[config.mk]
export PLATFORM = sky130hd
export DESIGN_NAME = page_image_scaled
export DESIGN_NICKNAME = d
export VERILOG_FILES = /design/src/rtl/page_image_scaled.sv
export SDC_FILE = /design/constraint.sdc
export NUM_CORES = 1
export LEC_CHECK = 0
export ABC_AREA = 1
export CORE_MARGIN = 2
export CORE_UTILIZATION = 50
export CTS_CLUSTER_SIZE = 20
export DETAILED_ROUTE_END_ITERATION = 8
export PLACE_DENSITY = 0.77
export RECOVER_POWER = 100
export SETUP_SLACK_MARGIN = 0.2
export SYNTH_ARGS = -nofsm -noshare
export SYNTH_HDL_FRONTEND = slang
export SYNTH_SLANG_ARGS = --single-unit
[constraint.sdc]
create_clock -name vga_clk -period 2.73 [get_ports vga_clk]
set_input_delay 0.4095 -clock vga_clk [delete_from_list [all_inputs] [get_ports vga_clk]]
set_output_delay 0.4095 -clock vga_clk [all_outputs]
set_load 0.02 [all_outputs]
[src/rtl/page_image_scaled.sv]
// page_image_scaled: scaled image page renderer with background fill and frame-synchronous fade
module page_image_scaled #(
  parameter int          IMG_W       = 640,
  parameter int          IMG_H       = 480,
  parameter int          X0          = 0,
  parameter int          Y0          = 0,
  parameter int          SCALE_SHIFT = 0,
  parameter int          MEM_LAT     = 1,
  parameter int          ADDR_W      = 19,
  parameter int          BASE_ADDR   = 0,
  parameter logic [11:0] BG_COLOR    = 12'h000,
  parameter int          FADE_FRAMES = 4
) (
  input  logic              vga_clk,
  input  logic              vga_rst,
  input  logic [9:0]        x_pos,
  input  logic [9:0]        y_pos,
  output logic [ADDR_W-1:0] mem_addr,
  input  logic [11:0]       mem_data,
  input  logic              fade_start,
  input  logic              fade_dir,
  output logic              fade_busy,
  output logic              fade_done,
  output logic [11:0]       pixel_data
);
  typedef enum logic [1:0] {S_IDLE, S_IN, S_OUT} state_t;
  localparam logic [32:0] W_SPAN = 33'(IMG_W) << SCALE_SHIFT;
  localparam logic [32:0] H_SPAN = 33'(IMG_H) << SCALE_SHIFT;
  logic [32:0]       dx, dy;
  logic              in_region, zero_pos, tick;
  logic [ADDR_W-1:0] mem_addr_d, mem_addr_q;
  logic [MEM_LAT:0]  reg_q;
  logic [11:0]       src, pixel_d, pixel_q;
  logic              prev_zero_q;
  state_t            state_q;
  logic [4:0]        level_q, tgt, run_tgt, next_lvl;
  logic [15:0]       cnt_q;
  logic              done_q;

  function automatic logic [3:0] scl(input logic [3:0] c, input logic [4:0] l);
    return 4'((9'(c) * 9'(l)) >> 4);
  endfunction

  // A position left of / above the origin wraps to a huge value, so one compare covers both bounds
  assign dx         = 33'(x_pos) - 33'(X0);
  assign dy         = 33'(y_pos) - 33'(Y0);
  assign in_region  = (dx < W_SPAN) && (dy < H_SPAN);
  assign mem_addr_d = in_region ? ADDR_W'(32'(BASE_ADDR) + (dy[31:0] >> SCALE_SHIFT) * 32'(IMG_W) + (dx[31:0] >> SCALE_SHIFT))
                                : ADDR_W'(BASE_ADDR);
  assign zero_pos   = (x_pos == 10'd0) && (y_pos == 10'd0);
  assign tick       = zero_pos && !prev_zero_q;
  assign src        = reg_q[MEM_LAT] ? mem_data : BG_COLOR;
  assign pixel_d    = {scl(src[11:8], level_q), scl(src[7:4], level_q), scl(src[3:0], level_q)};
  assign tgt        = fade_dir ? 5'd16 : 5'd0;
  assign run_tgt    = (state_q == S_IN) ? 5'd16 : 5'd0;
  assign next_lvl   = (state_q == S_IN) ? level_q + 5'd1 : level_q - 5'd1;
  assign mem_addr   = mem_addr_q;
  assign pixel_data = pixel_q;
  assign fade_busy  = state_q != S_IDLE;
  assign fade_done  = done_q;

  // Address/region pipeline: region flag delayed to line up with the returning memory word
  always_ff @(posedge vga_clk) begin
    if (vga_rst) begin
      mem_addr_q  <= '0;
      reg_q       <= '0;
      pixel_q     <= '0;
      prev_zero_q <= 1'b0;
    end else begin
      mem_addr_q  <= mem_addr_d;
      reg_q       <= {reg_q[MEM_LAT-1:0], in_region};
      pixel_q     <= pixel_d;
      prev_zero_q <= zero_pos;
    end
  end

  // Fade engine: a restart always beats a coincident frame step
  always_ff @(posedge vga_clk) begin
    if (vga_rst) begin
      state_q <= S_IDLE;
      level_q <= 5'd16;
      cnt_q   <= '0;
      done_q  <= 1'b0;
    end else begin
      done_q <= 1'b0;
      if (fade_start) begin
        cnt_q   <= '0;
        state_q <= (level_q == tgt) ? S_IDLE : (fade_dir ? S_IN : S_OUT);
        done_q  <= level_q == tgt;
      end else if (state_q != S_IDLE && tick) begin
        cnt_q <= (cnt_q == 16'(FADE_FRAMES - 1)) ? '0 : cnt_q + 16'd1;
        if (cnt_q == 16'(FADE_FRAMES - 1)) begin
          level_q <= next_lvl;
          state_q <= (next_lvl == run_tgt) ? S_IDLE : state_q;
          done_q  <= next_lvl == run_tgt;
        end
      end
    end
  end
endmodule

==> results of run 1 <==
-- cell families (layout without fill, tap and decap cells) --
| kind of cell | Yosys count | count (layout) | synth area share, % |
|---|---|---|---|
| and+or+nand+nor | 357 | 357 | 34.7 |
| buffers and inverters | 110 | 247 | 9.26 |
| adders and majority gates | 69 | 69 | 21.0 |
| AOI/OAI and AO/OA | 67 | 67 | 7.60 |
| xor gates and xnor gates | 15 | 15 | 2.93 |
| DFF | 58 | 58 | 24.5 |
-- worst max-delay path, cell delays in order, from the launching register on --
cell and delay (ns):
dfxtp_4 0.39, buf_6 0.13, buf_6 0.11, nand2_4 0.06
nor2_2 0.04, fa_1 0.51, inv_2 0.05, fa_1 0.52
inv_2 0.05, ha_4 0.27, nand2_2 0.05, a21oi_2 0.18
a211oi_2 0.06, a21oi_1 0.15, nor2_1 0.06
-- worst paths after layout --
kind | from | endpoint | slack (ns) | depth (start not counted)
worst min-delay path | reg_q[0] | reg_q[1] | 0.40 | 2
worst max-delay path | reg_q[1] | pixel_data[7] | -0.009 | 14
worst min register to register | reg_q[0] | reg_q[1] | 0.40 | 2
worst max register to register | reg_q[1] | pixel_data[7] | -0.009 | 14
-- metrics by stage --
step                      setup slack [ns]  utilization [%]  setup TNS (ns)  area (um2)  hold WS, ns
final                             -0.00871             70.5        -0.00871        6510        0.403
after global routing                -0.125             70.5          -0.478        6510        0.429
after CTS                           0.0523             67.6               0        6250        0.410
after detailed placement            -0.389             64.3           -4.13        5940        0.395
after global placement              -0.296             64.3           -3.35        5940        0.383
after floorplan                      0.146                -               0        4810        0.379
-- power groups by stage --
stage	Combinational (mW)	Sequential, mW	Clock (mW)
floorplan	0.219	0.912	0
global placement	0.401	0.892	0
detailed placement	0.410	0.893	0
CTS	0.417	0.873	0.807
global route	0.474	0.872	0.840
finish	0.428	0.871	0.798
-- cell usage after synthesis, drive strengths merged, types with 9 or more instances --
cell type and instances:
nand2 156, dfxtp 58, nand3 43, fa 18, xor2 9, ha 51, nor2 113, o21ai 16
nor3 17, inv 99, a21oi 43, nand4 15
-- routing by layer --
metal	GRT usage, %	vias up	routed length, um
met5	0	-	0
met4	8.73	0	240
met3	2.69	22	462
met2	41.7	126	6180
met1	28.5	2237	5340
li1	-	2430	-
-- what timing repair did --
| action | 4_1_cts | 5_1_grt |
|---|---|---|
| setup buffers | 7 | 9 |
| cloned | 0 | 0 |
| setup endpoints to repair | 12 | 16 |
| gates resized for setup | 24 | 65 |
| pin swaps | 13 | 32 |
-- flip-flops by register name, summed over array words and instances (netlist names) --
| signal | count |
|---|---|
| mem_addr | 19 |
| prev_zero_q | 1 |
| reg_q | 2 |
| state_q | 2 |
| fade_done | 1 |
| level_q | 5 |
| cnt_q | 16 |
| pixel_data | 12 |
-- area by class of cell --
| type | count | area (um2) | share of cell area, % |
|---|---|---|---|
| Timing Repair Buffer | 129 | 1180 | 18.1 |
| Tap cell | 129 | 161 | 2.48 |
| Multi-Input combinational cell | 508 | 3420 | 52.4 |
| Clock buffer | 13 | 180 | 2.77 |
| Sequential cell | 58 | 1170 | 17.9 |
| Inverter | 102 | 390 | 5.99 |
| Clock inverter | 3 | 20.0 | 0.307 |
==> metrics.md, run 1 <==
| Metric | Value |
|---|---|
| Status | finished with violations |
| Violated checks | negative setup slack |
| I/O Buffers | 68 |
| Fin. Hold Viols | 0 |
| Post-DP HPWL | 8980 um |
| Fmax | 365 MHz |
| Clock buffer count from CTS | 9 |
| Core box area | 0.00924 mm2 |
| HP Class | flop to flop |
| Chip width | 101 um |
| Post-synth cell types | 44 |
| Internal | 1.49 mW |
| Via count | 4815 |
| Layout cells sized above 1 | 22.3% |
| RSZ-0062 raised after global routing | true |
| Row cnt | 35 |
| Initial Util | 51.3% |
| Top cell type by total area after synthesis | dfxtp_1 |
| # DRC | 0 |
| Total number of H-tree levels | 3 |
| Synth Flop Type | dfxtp_1 |
| Critical path endpoint category | flop |
| WL final | 12200 um |
| Drt first-iter violations | 232 |
| First-pass GRT wire length | 19500 um |
| Mean Syn Cell Area | 7.02 um2 |
| Leak Pwr | 3.10 nW |
| Final period util | 100% |
| Clk Latency, worst-skew pair | 0.34 ns |
| Vias in the first global route | 4689 |
| Synthesized instance count | 676 |
| Post-layout net count | 913 |
| Root Buffer | clkbuf_8 |
| ANT nets after route | 0 |
| TritonCTS clock tree | yes |
| Pin count of the biggest net entering global routing | 17 |
| Crit Path Category | flop to flop |
| GRT Total Usage | 23.2% |
| Hold-fix buffers, CTS | 0 |
| Clock network fraction of design power | 38.1% |
| Gr ovfl total | 0 |
| Nature of the critical path startpoint | flop |
| CTS clock-pin slew for the worst setup and hold paths | 0.07 ns |
| GP Congestion | 0.913 |
| Post-synth EDFFs | 0 |
| Sequential fraction of the synthesis area | 24.5% |
| Net Sw Frac | 28.9% |
| P&R area growth vs syn | 37.3% |
| Tmin final | 2.74 ns |
| Chip height | 101 um |
| Setup Skew | 0.0108 ns |
| Initial antenna violation count | 0 |
| Max Cap Viol | 0 |
| Die ar. | 0.0103 mm2 |
| Fillers | 731 |
| P_sw | 0.607 mW |
| Layout Cells excl Fill | 942 |
| Clk sinks | 58 |
| Most common cell after layout, fill and taps aside | nand2_1 |
| Peak VDD IR | 255 uV |
| Synth top area share | 24.5% |
| PnR Total Power | 2.10 mW |
| Cell Area, Synth | 0.00474 mm2 |
| Most area-consuming cells after synthesis | dfxtp_1 24%, ha_1 13%, nand2_1 12% |
| Avg WL per Cell | 13.0 um |
| Worst-path maximum fanout | 6 |
| Top-level I/O count | 69 |
| Comb pwr share | 20.4% |
| Sequential share of power | 41.5% |
| Worst-Margin Slew | 0.647 ns |
| Drt first pass iters | 6 |
| Synth warnings | 0 |
| Diodes inserted | 0 |
| WP data arrival | 2.98 ns |
| Worst Path Required | 2.97 ns |
| Slew HR | 56.7% |
| Dpl cells | 910 |
| Max-slew violations | 0 |
| Clock tree buffer depth | 2 |
| Worst setup margin | -0.00871 ns |
| Ys async rst share | 0% |
| Most frequent cells in the layout | 131 x nand2_1, 95 x nor2_1, 79 x inv_1 |
| Via density per instance | 5.11 |
| Yosys reg bits | 58 |
| PwrDens | 322 mW/mm2 |
| Post-Syn Nets | 781 |
| Final setup viols | 1 |
Note: power is estimated with default switching activity, not from simulation.
==> inputs of run 2 (changes only) <==
- SKIP_LAST_GASP: default -> 1
==> run 2 against run 1 <==
Against the previous run: non-clock buffer count unchanged; sequential share of layout area increased by 0.052 points; the run still ends with negative setup slack left; first-iteration DRC count increased by 5.2%; total power hardly changed; combinational power about the same; die area unchanged; routed wire length decreased by 0.13%; clock skew is 0.0024 ns lower; hold slack barely moved; setup slack improved by 0.0035 ns.
==> metrics.md, run 2 (synthesized netlist as in run 1, its figures left out) <==
| Metric | Value |
|---|---|
| Worst Path Required | 2.96 ns (was 2.97 ns) |
| Max incr delay on CP | 0.54 ns (was 0.52 ns) |
| Worst Path Buf+Inv | 2 (was 4) |
| Avg WL per Cell | 13.0 um (about the same) |
| WP data arrival | 2.97 ns (was 2.98 ns) |
| R2R depth | 14 (unchanged) |
| Top-level I/O count | 69 (unchanged) |
| Drt first-iter violations | 244 (was 232) |
| Die ar. | 0.0103 mm2 (unchanged) |
| CTS clock-pin slew for the worst setup and hold paths | 0.07 ns (about the same) |
| HP Class | flop to flop (unchanged) |
| Most common cell after layout, fill and taps aside | nand2_1 (unchanged) |
| Clk sinks | 58 (unchanged) |
| Clk Latency, worst-skew pair | 0.34 ns (about the same) |
| Final period util | 100% (about the same) |
| # DRC | 0 (unchanged) |
| Drt first pass iters | 5 (was 6) |
| Peak VDD IR | 255 uV (about the same) |
| Clock network fraction of design power | 38.0% (was 38.1%) |
| Pin count of the biggest net entering global routing | 17 (unchanged) |
| Most frequent cells in the layout | 132 x nand2_1, 96 x nor2_1, 79 x inv_1 (was 131 x nand2_1, 95 x nor2_1, 79 x inv_1) |
| Comb pwr share | 20.4% (about the same) |
| Chip width | 101 um (unchanged) |
| Largest register FFs | 19 (unchanged) |
| Core box area | 0.00924 mm2 (unchanged) |
| Via count | 4814 (was 4815) |
| Clock buffer count from CTS | 9 (unchanged) |
| GP Congestion | 0.913 (unchanged) |
| Total number of H-tree levels | 3 (unchanged) |
| Fmax | 366 MHz (was 365 MHz) |
| Setup Skew | 0.00846 ns (was 0.0108 ns) |
| Critical path cell sequence | clkdlybuf4s50_1 > nand3_1 > fa_1 > fa_1 > inv_2 > ha_4 > nand2_4 > o21bai_4 > nand3_1 > nand2_1 > nand2_1 > nor3b_2 (was buf_6 > buf_6 > nand2_4 > nor2_2 > fa_1 > inv_2 > fa_1 > inv_2 > ha_4 > nand2_2 > a21oi_2 > a211oi_2 > a21oi_1 > nor2_1) |
| Root Buffer | clkbuf_8 (unchanged) |
| P_sw | 0.606 mW (was 0.607 mW) |
| Max Cap Viol | 0 (unchanged) |
| Hold WS | 0.403 ns (about the same) |
| Slew HR | 57.1% (was 56.7%) |
| Net Sw Frac | 28.9% (about the same) |
| WP depth | 12 (was 14) |
| Worst setup margin | -0.00518 ns (was -0.00871 ns) |
| Tmin final | 2.74 ns (about the same) |
| Worst-Margin Slew | 0.642 ns (was 0.647 ns) |
| Post-layout net count | 913 (unchanged) |
| Worst Hold Path Cells | 2 (unchanged) |
| Sequential share of power | 41.5% (about the same) |
| Worst path slowest cell | fa_1 (unchanged) |
| Post-DP HPWL | 8980 um (unchanged) |
| Status | finished with violations (unchanged) |
| Critical path endpoint category | flop (unchanged) |
| Via density per instance | 5.11 (about the same) |
| Vias in the first global route | 4689 (unchanged) |
| I/O Buffers | 68 (unchanged) |
| Final setup viols | 2 (was 1) |
| PnR Total Power | 2.10 mW (about the same) |
| Chip height | 101 um (unchanged) |
| Nature of the critical path startpoint | input pin (was flop) |
| Gr ovfl total | 0 (unchanged) |
| GRT Total Usage | 23.2% (unchanged) |
| Violated checks | negative setup slack (unchanged) |
| Max-slew violations | 0 (unchanged) |
| Fin. Hold Viols | 0 (unchanged) |
| First-pass GRT wire length | 19500 um (unchanged) |
| Diodes inserted | 0 (unchanged) |
| Internal | 1.49 mW (about the same) |
| Layout cells sized above 1 | 21.9% (was 22.3%) |
| Initial Util | 51.3% (unchanged) |
| Leak Pwr | 3.10 nW (about the same) |
| WL final | 12200 um (about the same) |
| Worst-path maximum fanout | 3 (was 6) |
| Top delay family on crit path | adder cells (unchanged) |
| Crit Path Category | input pin to flop (was flop to flop) |
| P&R area growth vs syn | 36.9% (was 37.3%) |
| ANT nets after route | 0 (unchanged) |
| Clock tree buffer depth | 2 (unchanged) |
| Post-layout utilization of the core | 70.3% (was 70.5%) |
| Initial antenna violation count | 0 (unchanged) |
| Fillers | 734 (was 731) |
| RSZ-0062 raised after global routing | true (unchanged) |
| Row cnt | 35 (unchanged) |
| TritonCTS clock tree | yes (unchanged) |
| PwrDens | 323 mW/mm2 (was 322 mW/mm2) |
[run 2: worst min-delay path, stage by stage, from the launching register on]
cell and delay [ns]:
dfxtp_1 0.30, inv_1 0.04, nor2_1 0.03
[run 2: layer usage]
metal / vias to the layer above / track usage, % / wire length [um]
met5: - / 0 / 0
met4: 0 / 8.73 / 255
met3: 23 / 2.69 / 462
met2: 134 / 41.7 / 6190
met1: 2229 / 28.5 / 5290
li1: 2428 / - / -
[run 2: worst paths after layout]
| check | start | to | slack, ns |
|---|---|---|---|
| min | reg_q[0] | reg_q[1] | 0.40 |
| max | mem_data[2] | pixel_data[2] | -0.005 |
| min reg2reg | reg_q[0] | reg_q[1] | 0.40 |
| max reg2reg | reg_q[1] | pixel_data[7] | 0 |
[run 2: power groups by stage]
| stage | clock network [mW] | registers [mW] | logic (mW) |
|---|---|---|---|
| 2_1_floorplan | 0 | 0.912 | 0.219 |
| 3_3_place_gp | 0 | 0.892 | 0.401 |
| 3_5_place_dp | 0 | 0.893 | 0.410 |
| 4_1_cts | 0.807 | 0.873 | 0.417 |
| 5_1_grt | 0.840 | 0.872 | 0.474 |
| 6_report | 0.797 | 0.871 | 0.428 |
[run 2: cell type report]
| class | instances | area [um2] | share of cell area, % |
|---|---|---|---|
| clock buffer | 13 | 180 | 2.77 |
| clock inverter | 3 | 20.0 | 0.308 |
| inverter | 102 | 390 | 6.01 |
| multi-input combinational | 508 | 3390 | 52.3 |
| sequential | 58 | 1170 | 18.0 |
| tap | 129 | 161 | 2.49 |
| timing repair buffer | 129 | 1180 | 18.2 |
[run 2: timing repair]
item / 4_1_cts / 5_1_grt
setup buffers: 7 / 9
endpoints found under the setup margin: 12 / 16
endpoints found under the hold margin: 0 / 0
cloned: 0 / 0
hold buffers: 0 / 0
resized for setup: 24 / 61
pin swaps: 13 / 31
[run 2: stage by stage]
stage          instances  cell area [um2]  setup TNS [ns]  setup slack [ns]
3_3_place_gp         910             5940           -3.35            -0.296
2_1_floorplan        676             4810               0             0.146
6_report             942             6490        -0.00785          -0.00518
4_1_cts              933             6250               0            0.0523
5_1_grt              942             6490          -0.559            -0.130
3_5_place_dp         910             5940           -4.13            -0.389
==> inputs of run 3 (changes only) <==
- CORE_ASPECT_RATIO: default -> 1.25
==> run 3 against run 2 <==
Against the previous run: the flow now finishes without violations; die area hardly changed; total power is 21% higher; sequential power hardly changed; first-iteration DRC count is 17% lower; critical path depth stayed put; sequential cell count stayed put; fmax is 3.0% higher; setup slack better by 0.081 ns; clock skew is 0.0021 ns lower; cell count is 1.1% lower; sequential share of layout area is 0.32 points lower.
==> metrics.md, run 3 (synthesized netlist as in run 1, its figures left out) <==
| Metric | Value |
|---|---|
| Largest register FFs | 19 (unchanged) |
| Fmax | 377 MHz (was 366 MHz) |
| Total negative setup slack | 0 ns (was -0.00785 ns) |
| Clock buffer count from CTS | 9 (unchanged) |
| Status | complete, no violations (was finished with violations) |
| Clock tree buffer depth | 2 (unchanged) |
| Worst-path maximum fanout | 4 (was 3) |
| Fin. Hold Viols | 0 (unchanged) |
| Vias in the first global route | 4866 (was 4689) |
| GRT Total Usage | 24.9% (was 23.2%) |
| Row cnt | 39 (was 35) |
| Drt first pass iters | 5 (unchanged) |
| Crit Path Category | flop to flop (was input pin to flop) |
| Worst-Margin Slew | 0.749 ns (was 0.642 ns) |
| Peak VDD IR | 331 uV (was 255 uV) |
| Max incr delay on CP | 0.55 ns (was 0.54 ns) |
| Initial antenna violation count | 0 (unchanged) |
| Tmin final | 2.65 ns (was 2.74 ns) |
| Post-DP HPWL | 9390 um (was 8980 um) |
| Nature of the critical path startpoint | flop (was input pin) |
| Avg WL per Cell | 14.2 um (was 13.0 um) |
| WP data arrival | 2.88 ns (was 2.97 ns) |
| WL final | 13200 um (was 12200 um) |
| Pin count of the biggest net entering global routing | 17 (unchanged) |
| Critical path cell sequence | buf_12 > nand2_8 > nor2_4 > fa_1 > inv_2 > fa_1 > inv_2 > ha_4 > buf_6 > nand4_1 > a21oi_1 > nor2_1 (was clkdlybuf4s50_1 > nand3_1 > fa_1 > fa_1 > inv_2 > ha_4 > nand2_4 > o21bai_4 > nand3_1 > nand2_1 > nand2_1 > nor3b_2) |
| Worst Path Buf+Inv | 4 (was 2) |
| P&R area growth vs syn | 40.0% (was 36.9%) |
| I/O Buffers | 68 (unchanged) |
| Leak Pwr | 3.14 nW (was 3.10 nW) |
| Gr ovfl total | 0 (unchanged) |
| Diodes inserted | 0 (unchanged) |
| Core box area | 0.00917 mm2 (was 0.00924 mm2) |
| Hold WS | 0.397 ns (was 0.403 ns) |
| Root Buffer | clkbuf_16 (was clkbuf_8) |
| HP Class | flop to flop (unchanged) |
| Chip height | 113 um (was 101 um) |
| Final setup viols | 0 (was 2) |
| Worst Path Required | 2.95 ns (was 2.96 ns) |
| Final period util | 97.2% (was 100%) |
| Clk sinks | 58 (unchanged) |
| Chip width | 91.1 um (was 101 um) |
| Via density per instance | 5.28 (was 5.11) |
| Top-level I/O count | 69 (unchanged) |
| # DRC | 0 (unchanged) |
| First-pass GRT wire length | 20900 um (was 19500 um) |
| Via count | 4923 (was 4814) |
| PwrDens | 382 mW/mm2 (was 323 mW/mm2) |
| Post-layout utilization of the core | 72.4% (was 70.3%) |
| Layout cells sized above 1 | 21.6% (was 21.9%) |
| Setup Skew | 0.00632 ns (was 0.00846 ns) |
| Die ar. | 0.0103 mm2 (about the same) |
| Max-slew violations | 0 (unchanged) |
| RSZ-0062 raised after global routing | true (unchanged) |
| Total number of H-tree levels | 3 (unchanged) |
| Most common cell after layout, fill and taps aside | nand2_1 (unchanged) |
| Fillers | 720 (was 734) |
| Drt first-iter violations | 202 (was 244) |
| Critical path endpoint category | flop (unchanged) |
| Hold-fix buffers, CTS | 0 (unchanged) |
| Slew HR | 49.9% (was 57.1%) |
| TritonCTS clock tree | yes (unchanged) |
| Initial Util | 51.7% (was 51.3%) |
| CTS clock-pin slew for the worst setup and hold paths | 0.05 ns (was 0.07 ns) |
| Worst path slowest cell | fa_1 (unchanged) |
| Most frequent cells in the layout | 131 x nand2_1, 101 x nor2_1, 80 x inv_1 (was 132 x nand2_1, 96 x nor2_1, 79 x inv_1) |
| Post-layout net count | 909 (was 913) |
| GP Congestion | 0.912 (was 0.913) |
| Clk Latency, worst-skew pair | 0.33 ns (was 0.34 ns) |
| Max Cap Viol | 0 (unchanged) |
| ANT nets after route | 0 (unchanged) |
| Top delay family on crit path | adder cells (unchanged) |
[run 3: cell count changes in the layout (fill, tap and decap cells not counted), moves of 3 or more]
cell            previous run  this run
nor2_1                    96       101
buf_4                     52        43
buf_6                      3         8
clkbuf_16                  1         9
nor2_2                    15         8
dlygate4sd2_1              4         7
clkbuf_8                  11         1
dlymetal6s2s_1             6         3
[run 3: stage by stage]
| step | setup WS (ns) | area, um2 | total power [mW] | std cells |
|---|---|---|---|---|
| floorplan | 0.146 | 4810 | 1.13 | 676 |
| global placement | -0.298 | 5890 | 1.29 | 900 |
| detailed placement | -0.412 | 5890 | 1.31 | 900 |
| CTS | 0.0838 | 6500 | 2.54 | 927 |
| global route | -0.0404 | 6640 | 2.63 | 932 |
| finish | 0.0755 | 6640 | 2.53 | 932 |
[run 3: report_power, final]
group          switching [mW]  internal [mW]
registers             0.00692          0.864
clock network           0.405          0.820
logic                   0.241          0.198
[run 3: final cells by class]
cell class | count | area [um2] | area share (%)
tap | 123 | 154 | 2.32
sequential | 58 | 1170 | 17.7
inverter | 102 | 394 | 5.93
timing repair buffer | 125 | 1150 | 17.3
clock buffer | 11 | 243 | 3.65
multi-input combinational | 508 | 3450 | 52.0
clock inverter | 5 | 77.6 | 1.17
[run 3: worst min-delay path, stage by stage, from the launching register on]
cell	delay [ns]
dfxtp_1	0.29
inv_1	0.04
nor2_1	0.03
[run 3: repair_timing]
action,in CTS,in global routing
gates cloned,0,0
buffers inserted,11,5
resized for setup,71,37
endpoints found under the setup margin,13,15
pin swaps,39,19
[run 3: path summary, 6_finish.rpt]
kind	cells past startpoint	slack, ns	end	from
setup reg to reg	12	0.08	pixel_data[7]	reg_q[1]
setup / recovery	12	0.08	pixel_data[7]	reg_q[1]
hold reg to reg	2	0.40	reg_q[1]	reg_q[0]
hold / removal	2	0.40	reg_q[1]	reg_q[0]
[run 3: per-layer routing]
metal  track usage [%]  part of all wire, %  vias to the layer above
met2              46.9                   54                      152
met5                 0                    0                        -
li1                  -                    -                     2421
met1              27.2                   39                     2294
met4              11.4                  3.9                        0
met3              3.86                  3.9                       56
